## src/rtl/arb_resp_router_pkg.sv

```systemverilog
// Shared types and helpers for the arbiter response router.
package arb_resp_router_pkg;

  // Number of bits needed to hold a count in the range 0..depth.
  function automatic int unsigned cnt_width(input int unsigned depth);
    return (depth < 1) ? 1 : $clog2(depth + 1);
  endfunction

  // Pointer width for a depth-entry ring; a single entry still needs one bit.
  function automatic int unsigned ptr_width(input int unsigned depth);
    return (depth > 1) ? $clog2(depth) : 1;
  endfunction

  // FIFO entry for the default four-master configuration. The top level
  // derives the same shape from its own NumIn when it is overridden.
  localparam int unsigned DefNumIn    = 4;
  localparam int unsigned DefIdxWidth = $clog2(DefNumIn);
  typedef logic [DefIdxWidth-1:0] fifo_entry_t;

endpackage

```

## src/rtl/idx_fifo.sv

```systemverilog
// In-order FIFO of winning master indices. Depth need not be a power of two:
// pointers wrap explicitly at Depth-1. Flush has priority over push and pop.
module idx_fifo
  import arb_resp_router_pkg::*;
#(
  parameter  int unsigned Depth = 4,
  parameter  int unsigned Width = 2,
  localparam int unsigned CntW  = cnt_width(Depth),
  localparam int unsigned PtrW  = ptr_width(Depth)
) (
  input  logic             clk_i,
  input  logic             rst_ni,
  input  logic             push_i,
  input  logic             pop_i,
  input  logic             flush_i,
  input  logic [Width-1:0] data_i,
  output logic [Width-1:0] data_o,
  output logic             full_o,
  output logic             empty_o,
  output logic [CntW-1:0]  count_o
);

  logic [Width-1:0] mem_q [Depth];
  logic [PtrW-1:0]  wr_ptr_q, wr_ptr_d;
  logic [PtrW-1:0]  rd_ptr_q, rd_ptr_d;
  logic [CntW-1:0]  cnt_q, cnt_d;
  logic             push_ok, pop_ok;

  assign full_o  = (cnt_q == CntW'(Depth));
  assign empty_o = (cnt_q == '0);
  assign count_o = cnt_q;
  assign data_o  = mem_q[rd_ptr_q];

  // Guard against overflow/underflow even if the caller misbehaves.
  assign push_ok = push_i & ~full_o;
  assign pop_ok  = pop_i & ~empty_o;

  // Next-state for pointers and occupancy; count moves only on a lone push or pop.
  always_comb begin
    wr_ptr_d = wr_ptr_q;
    rd_ptr_d = rd_ptr_q;
    cnt_d    = cnt_q;
    if (flush_i) begin
      wr_ptr_d = '0;
      rd_ptr_d = '0;
      cnt_d    = '0;
    end else begin
      if (push_ok) wr_ptr_d = (wr_ptr_q == PtrW'(Depth - 1)) ? '0 : wr_ptr_q + PtrW'(1);
      if (pop_ok)  rd_ptr_d = (rd_ptr_q == PtrW'(Depth - 1)) ? '0 : rd_ptr_q + PtrW'(1);
      case ({push_ok, pop_ok})
        2'b10:   cnt_d = cnt_q + CntW'(1);
        2'b01:   cnt_d = cnt_q - CntW'(1);
        default: cnt_d = cnt_q;
      endcase
    end
  end

  // Pointer and count registers.
  always_ff @(posedge clk_i or negedge rst_ni) begin
    if (!rst_ni) begin
      wr_ptr_q <= '0;
      rd_ptr_q <= '0;
      cnt_q    <= '0;
    end else begin
      wr_ptr_q <= wr_ptr_d;
      rd_ptr_q <= rd_ptr_d;
      cnt_q    <= cnt_d;
    end
  end

  // Entry storage; writes are dropped in a flush cycle.
  always_ff @(posedge clk_i or negedge rst_ni) begin
    if (!rst_ni) begin
      for (int i = 0; i < int'(Depth); i++) mem_q[i] <= '0;
    end else if (push_ok && !flush_i) begin
      mem_q[wr_ptr_q] <= data_i;
    end
  end

endmodule

```

## src/rtl/arb_resp_router.sv

```systemverilog
// Forwards the arbitrated request to the single slave and routes in-order
// responses back to the master recorded at the FIFO head.
// Optional: define ARB_RESP_ROUTER_ERR_EN to consume orphan responses
// (arriving with nothing outstanding) and flag them on a sticky err_o.
module arb_resp_router
  import arb_resp_router_pkg::*;
#(
  parameter  int unsigned NumIn    = 4,
  parameter  int unsigned ReqWidth = 64,
  parameter  int unsigned RspWidth = 33,
  parameter  int unsigned MaxTrans = 4,
  localparam int unsigned IdxWidth = $clog2(NumIn),
  localparam int unsigned CntW     = cnt_width(MaxTrans)
) (
  input  logic                clk_i,
  input  logic                rst_ni,
  input  logic                flush_i,
  // arbiter side
  input  logic                req_i,
  output logic                gnt_o,
  input  logic [ReqWidth-1:0] req_data_i,
  input  logic [IdxWidth-1:0] idx_i,
  // slave side
  output logic                req_o,
  input  logic                gnt_i,
  output logic [ReqWidth-1:0] req_data_o,
  input  logic                rsp_valid_i,
  output logic                rsp_ready_o,
  input  logic [RspWidth-1:0] rsp_data_i,
  // per-master response
  output logic [NumIn-1:0]    mst_rsp_valid_o,
  input  logic [NumIn-1:0]    mst_rsp_ready_i,
  output logic [RspWidth-1:0] mst_rsp_data_o,
`ifdef ARB_RESP_ROUTER_ERR_EN
  output logic                err_o,
`endif
  output logic [CntW-1:0]     outstanding_o
);

  typedef logic [IdxWidth-1:0] entry_t;

  entry_t head;
  logic   full, empty;
  logic   push, pop;
  logic   head_rdy;

  idx_fifo #(
    .Depth (MaxTrans),
    .Width (IdxWidth)
  ) u_fifo (
    .clk_i   (clk_i),
    .rst_ni  (rst_ni),
    .push_i  (push),
    .pop_i   (pop),
    .flush_i (flush_i),
    .data_i  (idx_i),
    .data_o  (head),
    .full_o  (full),
    .empty_o (empty),
    .count_o (outstanding_o)
  );

  // Request path is pure wiring; full stalls both sides so the arbiter holds.
  assign req_o      = req_i & ~full;
  assign gnt_o      = gnt_i & ~full & ~flush_i;
  assign req_data_o = req_data_i;
  assign push       = req_o & gnt_i & ~flush_i;

  // Decode the head index into per-master valids and pick that master's ready.
  always_comb begin
    mst_rsp_valid_o = '0;
    head_rdy        = 1'b0;
    for (int k = 0; k < int'(NumIn); k++) begin
      if (head == entry_t'(k)) begin
        mst_rsp_valid_o[k] = rsp_valid_i & ~empty;
        head_rdy           = mst_rsp_ready_i[k];
      end
    end
  end

  assign mst_rsp_data_o = rsp_data_i;
  assign pop            = rsp_valid_i & rsp_ready_o & ~empty;

`ifdef ARB_RESP_ROUTER_ERR_EN
  logic err_q, err_d;
  logic orphan;

  // Orphans are swallowed so the slave never deadlocks on a stray response.
  assign rsp_ready_o = ~flush_i & (empty | head_rdy);
  assign orphan      = rsp_valid_i & empty & ~flush_i;
  assign err_o       = err_q;

  // Sticky error: set by an orphan, cleared only by flush.
  always_comb begin
    err_d = err_q | orphan;
    if (flush_i) err_d = 1'b0;
  end

  // Error flag register.
  always_ff @(posedge clk_i or negedge rst_ni) begin
    if (!rst_ni) err_q <= 1'b0;
    else         err_q <= err_d;
  end
`else
  // Orphans stall here; nothing should ever send one.
  assign rsp_ready_o = ~flush_i & ~empty & head_rdy;

`ifndef SYNTHESIS
  a_no_orphan_rsp : assert property (@(posedge clk_i) disable iff (!rst_ni)
    !(rsp_valid_i && empty))
    else $error("arb_resp_router: response with no outstanding transaction");
`endif
`endif

endmodule

```

## config.mk

```make
export PLATFORM = sky130hd
export DESIGN_NAME = arb_resp_router
export DESIGN_NICKNAME = d
export VERILOG_FILES = /design/src/rtl/arb_resp_router_pkg.sv /design/src/rtl/idx_fifo.sv /design/src/rtl/arb_resp_router.sv
export SDC_FILE = /design/constraint.sdc
export NUM_CORES = 1
export LEC_CHECK = 0
export ABC_AREA = 1
export BUFFER_PORTS_ARGS = -buffer_cell sky130_fd_sc_hd__buf_2
export CORE_AREA = 2 2 83 85
export CTS_CLUSTER_DIAMETER = 30
export CTS_CLUSTER_SIZE = 14
export DETAILED_ROUTE_END_ITERATION = 7
export DIE_AREA = 0 0 85 87
export PLACE_DENSITY_LB_ADDON = 0.2
export SETUP_SLACK_MARGIN = 0.2
export SLEW_MARGIN = 20
export SYNTH_ARGS = -nofsm -noshare
export SYNTH_HDL_FRONTEND = slang
export SYNTH_SLANG_ARGS = --single-unit
```

## constraint.sdc

```tcl
create_clock -name clk_i -period 5.65 [get_ports clk_i]
set_input_delay 1.4125 -clock clk_i [delete_from_list [all_inputs] [get_ports clk_i]]
set_output_delay 1.4125 -clock clk_i [all_outputs]
set_load 0.005 [all_outputs]
```

# == After elaboration in Yosys (flattened, before gate mapping) ==
# Cells that the tools add are included.
# word_totals
ff_bits,15
word_cells,69
# classes
n_eq_ne,8
bitwise_logic,17
add_sub_neg,4
mux,22
n_reduce_logical,8
magnitude_cmp,3
# ops
operator,count
2-bit two-way mux,9
1-bit AND,12
2-bit == test (second input constant),5
8-bit bitwise mux,1
1-bit two-way mux,8
3-bit >= comparator (second input constant),2
2-bit inverter with 3-bit output,2
3-bit one-hot mux with 2 select lines,1
2-bit by 1-bit adder with 2-bit output (second input constant),2
2-bit binary-select mux with 2-bit select,1
2-bit demux with 2-bit select,1
2-bit by 1-bit == test with 1-bit output (second input constant),2
2-bit nonzero test,2
3-bit by 1-bit adder with 3-bit output (second input constant),1
3-bit == test (second input constant),1
3-bit logical NOT,1
3-bit by 1-bit less-than comparator with 1-bit output (second input constant),1
3-bit two-way mux,1
1-bit inverter,3
3-bit nonzero test,1
3-bit by 1-bit subtractor with 3-bit output (second input constant),1
1-bit logical AND,2
2-bit logical NOT,1
1-bit logical NOT,1

# == Depth between registers and ports, before layout ==
# depth
depth_word,16
depth_mapped,17

# == Cells and area by module ==
# Synthesis repeated with hierarchy kept, for this count alone.
# unflattened
hier_cells,224
area_unflattened_um2,1744.2
# modules_own_cells
module,area_each_um2,instances,seq_area_each_um2,cells_per_inst
idx_fifo,883.3,1,375.4,102
arb_resp_router,860.8,1,0.0,122

# == Worst setup path before layout ==
# OpenSTA, ideal clock, no wires.
# synth_path
kind,in2out
start,input flush_i
end,output rsp_ready_o
t_arrival_ps,1758
n_path_buf,0
setup_slack_ps,2480
stages,3
cell_sequence,a21oi_1 nand2_2 nor2_4
# synth_between
elab_chain_cells,3
# synth_rtl
item,line_no,rtl
"start, declared",arb_resp_router.sv:17,"input logic flush_i,"
1-bit inverter,arb_resp_router.sv:106,assign rsp_ready_o = ~flush_i & ~empty & head_rdy;
1-bit AND (2 in series),arb_resp_router.sv:106,
"end, declared",arb_resp_router.sv:28,"output logic rsp_ready_o,"
# Every way passes these cells.

# == Worst setup path in the final report ==
# Same ends and word-level chain as after synthesis.

==> results_dict.tcl <==
set metrics [dict create \
    cts_buffers 3 \
    cp_data_required_time_ns 4.24 \
    synth_ff_type "dfrtp_1" \
    intPower_uw 312.5 \
    synth_common_cells "97 x buf_4, 45 x nand2_1, 17 x inv_1" \
    post_cts_resized 0 \
    synthMostInstantiatedCell "buf_4" \
    die_h_um 87 \
    fin_crit_sh_pct 61.86 \
    ant_nets 0 \
    grt_pass1_wl_mm 5.209 \
    synth_area_leaders "buf_4 42%, dfrtp_1 22%, nand2_1 9.8%" \
    clockBufferDepth 2 \
    die_x_um 85 \
    synth.top_cell.area_share_pct 42.17 \
    areaGrowthSynthToFinish_pct -27.68 \
    max_freq_mhz 286.1 \
    clock-sinks 15 \
    antenna_found_initial 0 \
    critical_path_class "input pin to primary output" \
    rsz0062_at_grt "no" \
    cp-start-kind "input pin" \
    path_common_cell "buf_2" \
    power.total_uw 580.3 \
    initial_core_util_pct 26.29 \
    critPathTopFamily "simple AND/OR/NAND/NOR gates" \
    numPortBuffers 21 \
    dr.pass1.iters 4 \
    ios 216 \
    slew_headroom_pct 52.87 \
    netlist_instances 233 \
    h-tree-depth 1 \
    avgSynthCellArea_um2 7.411 \
    grt_pass1_vias 996 \
    p_switching_uw 267.8 \
    cts_setup_buffers 0 \
    cts_tree "built" \
    setup_tns_ns 0 \
    ctsHoldBuffers 0 \
    gp_congestion 0.7059 \
    async_flop_share_pct 100.0 \
    synth_largest_area_cell "buf_4" \
    synth_cell_types 24 \
    worstHoldPathType "flop to flop" \
    p_per_area_mw_per_mm2 464.7 \
    hold_violations 0 \
    wirelength_mm 3.397 \
    seqPwrFrac_pct 34.1 \
    tightest_slew_ns 0.7010 \
    skew_ns 0.003506 \
    clockPowerShare_pct 15.3 \
    crit_chain "buf_2 > a21oi_1 > nand2_2 > nor2_4 > buf_2" \
    slowest_stage "a21oi_1" \
    cpPeakStageDelay_ns 0.19 \
    p_comb_share_pct 50.6 \
    setup-violations-final 0 \
    synth_area_mm2 0.001727 \
    dp_hpwl_mm 2.882 \
    grt_overflow 0 \
    coreArea_mm2 0.006569 \
    grt_max_degree 16 \
    yosysWarnings 0 \
    viasPerCell 4.021 \
    p_leak_uw 0.0006830 \
    avgRoutedWirePerCell_um 14.10 \
    row_count 30 \
    die_area_mm2 0.007395 \
    critPathMaxFanout 3 \
    fin_crit_ns 3.495 \
    yosysSeqAreaShare_pct 21.74 \
    drc 0 \
    root_buffer "clkbuf_8" \
    grt_usage_pct 9.066 \
    clk_pin_slew_ns 0.06 \
    sw_frac_of_total_pct 46.14 \
    nets 277 \
    drv_cap 0 \
    report.final.slew_viol_count 0 \
    max-vdd-ir-drop_uv 126.5 \
    synth_edf_count 0 \
    endpoint_kind "primary output" \
    cp_data_arrival_time_ns 2.08 \
    outcome "complete, no violations" \
    ys_seq_elements 15 \
    dr_total_vias 969 \
    synth_nets 348 \
    drive_above_1_share_pct 25.47 \
    antenna_cells 0 \
    drtIter0Drc 24 \
    worst-path-buf-inv 2 \
    clk_latency_ns 0.25 \
]
## per-layer routing
metal	part of all wire [%]	wire, um	track usage (%)
met5	0	0	0
met4	7.4	251	7.792
met3	12	402	3.697
met2	43	1445	12.93
met1	38	1297	10.46
## metrics by stage
step / utilization, % / cell area (um2) / setup slack (ns) / hold WS, ns / cells
after floorplan: - / 1727 / 2.480 / 0.4529 / 233
after global placement: 18.32 / 1204 / 2.186 / 0.4792 / 237
after detailed placement: 18.32 / 1204 / 2.171 / 0.4828 / 237
after CTS: 19.01 / 1249 / 2.170 / 0.4994 / 241
after global routing: 19.01 / 1249 / 2.116 / 0.5304 / 241
final: 19.01 / 1249 / 2.155 / 0.4955 / 241
## state kept, by name (all words and copies together), names as in the netlist
register	flops
u_fifo.wr_ptr_q	2
u_fifo.count_o	3
u_fifo.mem_q	8
u_fifo.rd_ptr_q	2
## kinds of logic (layout without fill, tap and decap cells)
family	count (synthesis)	after routing	share of synthesized area, %
compound gates	14	14	4.348
buf+inv	116	44	46.38
flops	15	15	21.74
simple gates	81	81	22.25
fa+ha+maj	6	6	4.783
xor+xnor	1	1	0.5073
## path summary, 6_finish.rpt
check | from | endpoint | slack (ns) | depth (start not counted)
worst max-delay path | flush_i | rsp_ready_o | 2.16 | 5
worst min-delay path | u_fifo.mem_q[2]$_DFFE_PN0P_ | u_fifo.mem_q[2]$_DFFE_PN0P_ | 0.50 | 2
worst max register to register | u_fifo.rd_ptr_q[0]$_DFFE_PN0P_ | u_fifo.count_o[2]$_DFFE_PN0P_ | 3.31 | 17
worst min register to register | u_fifo.mem_q[2]$_DFFE_PN0P_ | u_fifo.mem_q[2]$_DFFE_PN0P_ | 0.50 | 2
max in group asynchronous | rst_ni | u_fifo.count_o[2]$_DFFE_PN0P_ | 4.31 | 1
min in group asynchronous | rst_ni | u_fifo.mem_q[1]$_DFFE_PN0P_ | 1.07 | 1
## worst reg2reg max path, stage by stage, from the launching register on
cell and delay [ns]:
dfrtp_1 0.45, inv_2 0.12, nand2_1 0.08, nand2_1 0.06
nand2_1 0.06, nand2_2 0.11, nand3_1 0.12, nand2_2 0.11
inv_1 0.05, nand4_2 0.13, inv_1 0.07, fa_1 0.38
xor2_1 0.19, inv_1 0.05, nand4_1 0.08, nand2_1 0.06
nand3_1 0.06, nand2_1 0.05
## final cells by class
cell class	count	area, um2
flip-flops and latches	15	375.4
repair buffers	21	105.1
inverters	19	72.57
fillers	763	5320
multi-input cells	102	550.5
clock buffers	4	45.04
well taps	80	100.1
## cells in the final DEF (no fill, tap or decap), drive strengths merged, types with 2 or more instances in the layout
cell / instances
o21ai: 11
dfrtp: 15
ha: 5
nand4: 2
nand2: 54
nor3: 4
nand3: 11
inv: 18
nor2: 9
buf: 21
clkbuf: 4
## power groups by stage
stage	clock network (uW)	registers [uW]	logic, uW
floorplan	0	187	273
global placement	0	201	305
detailed placement	0	201	301
CTS	91.8	199	303
global route	96.3	207	348
finish	88.6	198	294
(Power assumes the default switching activity.)
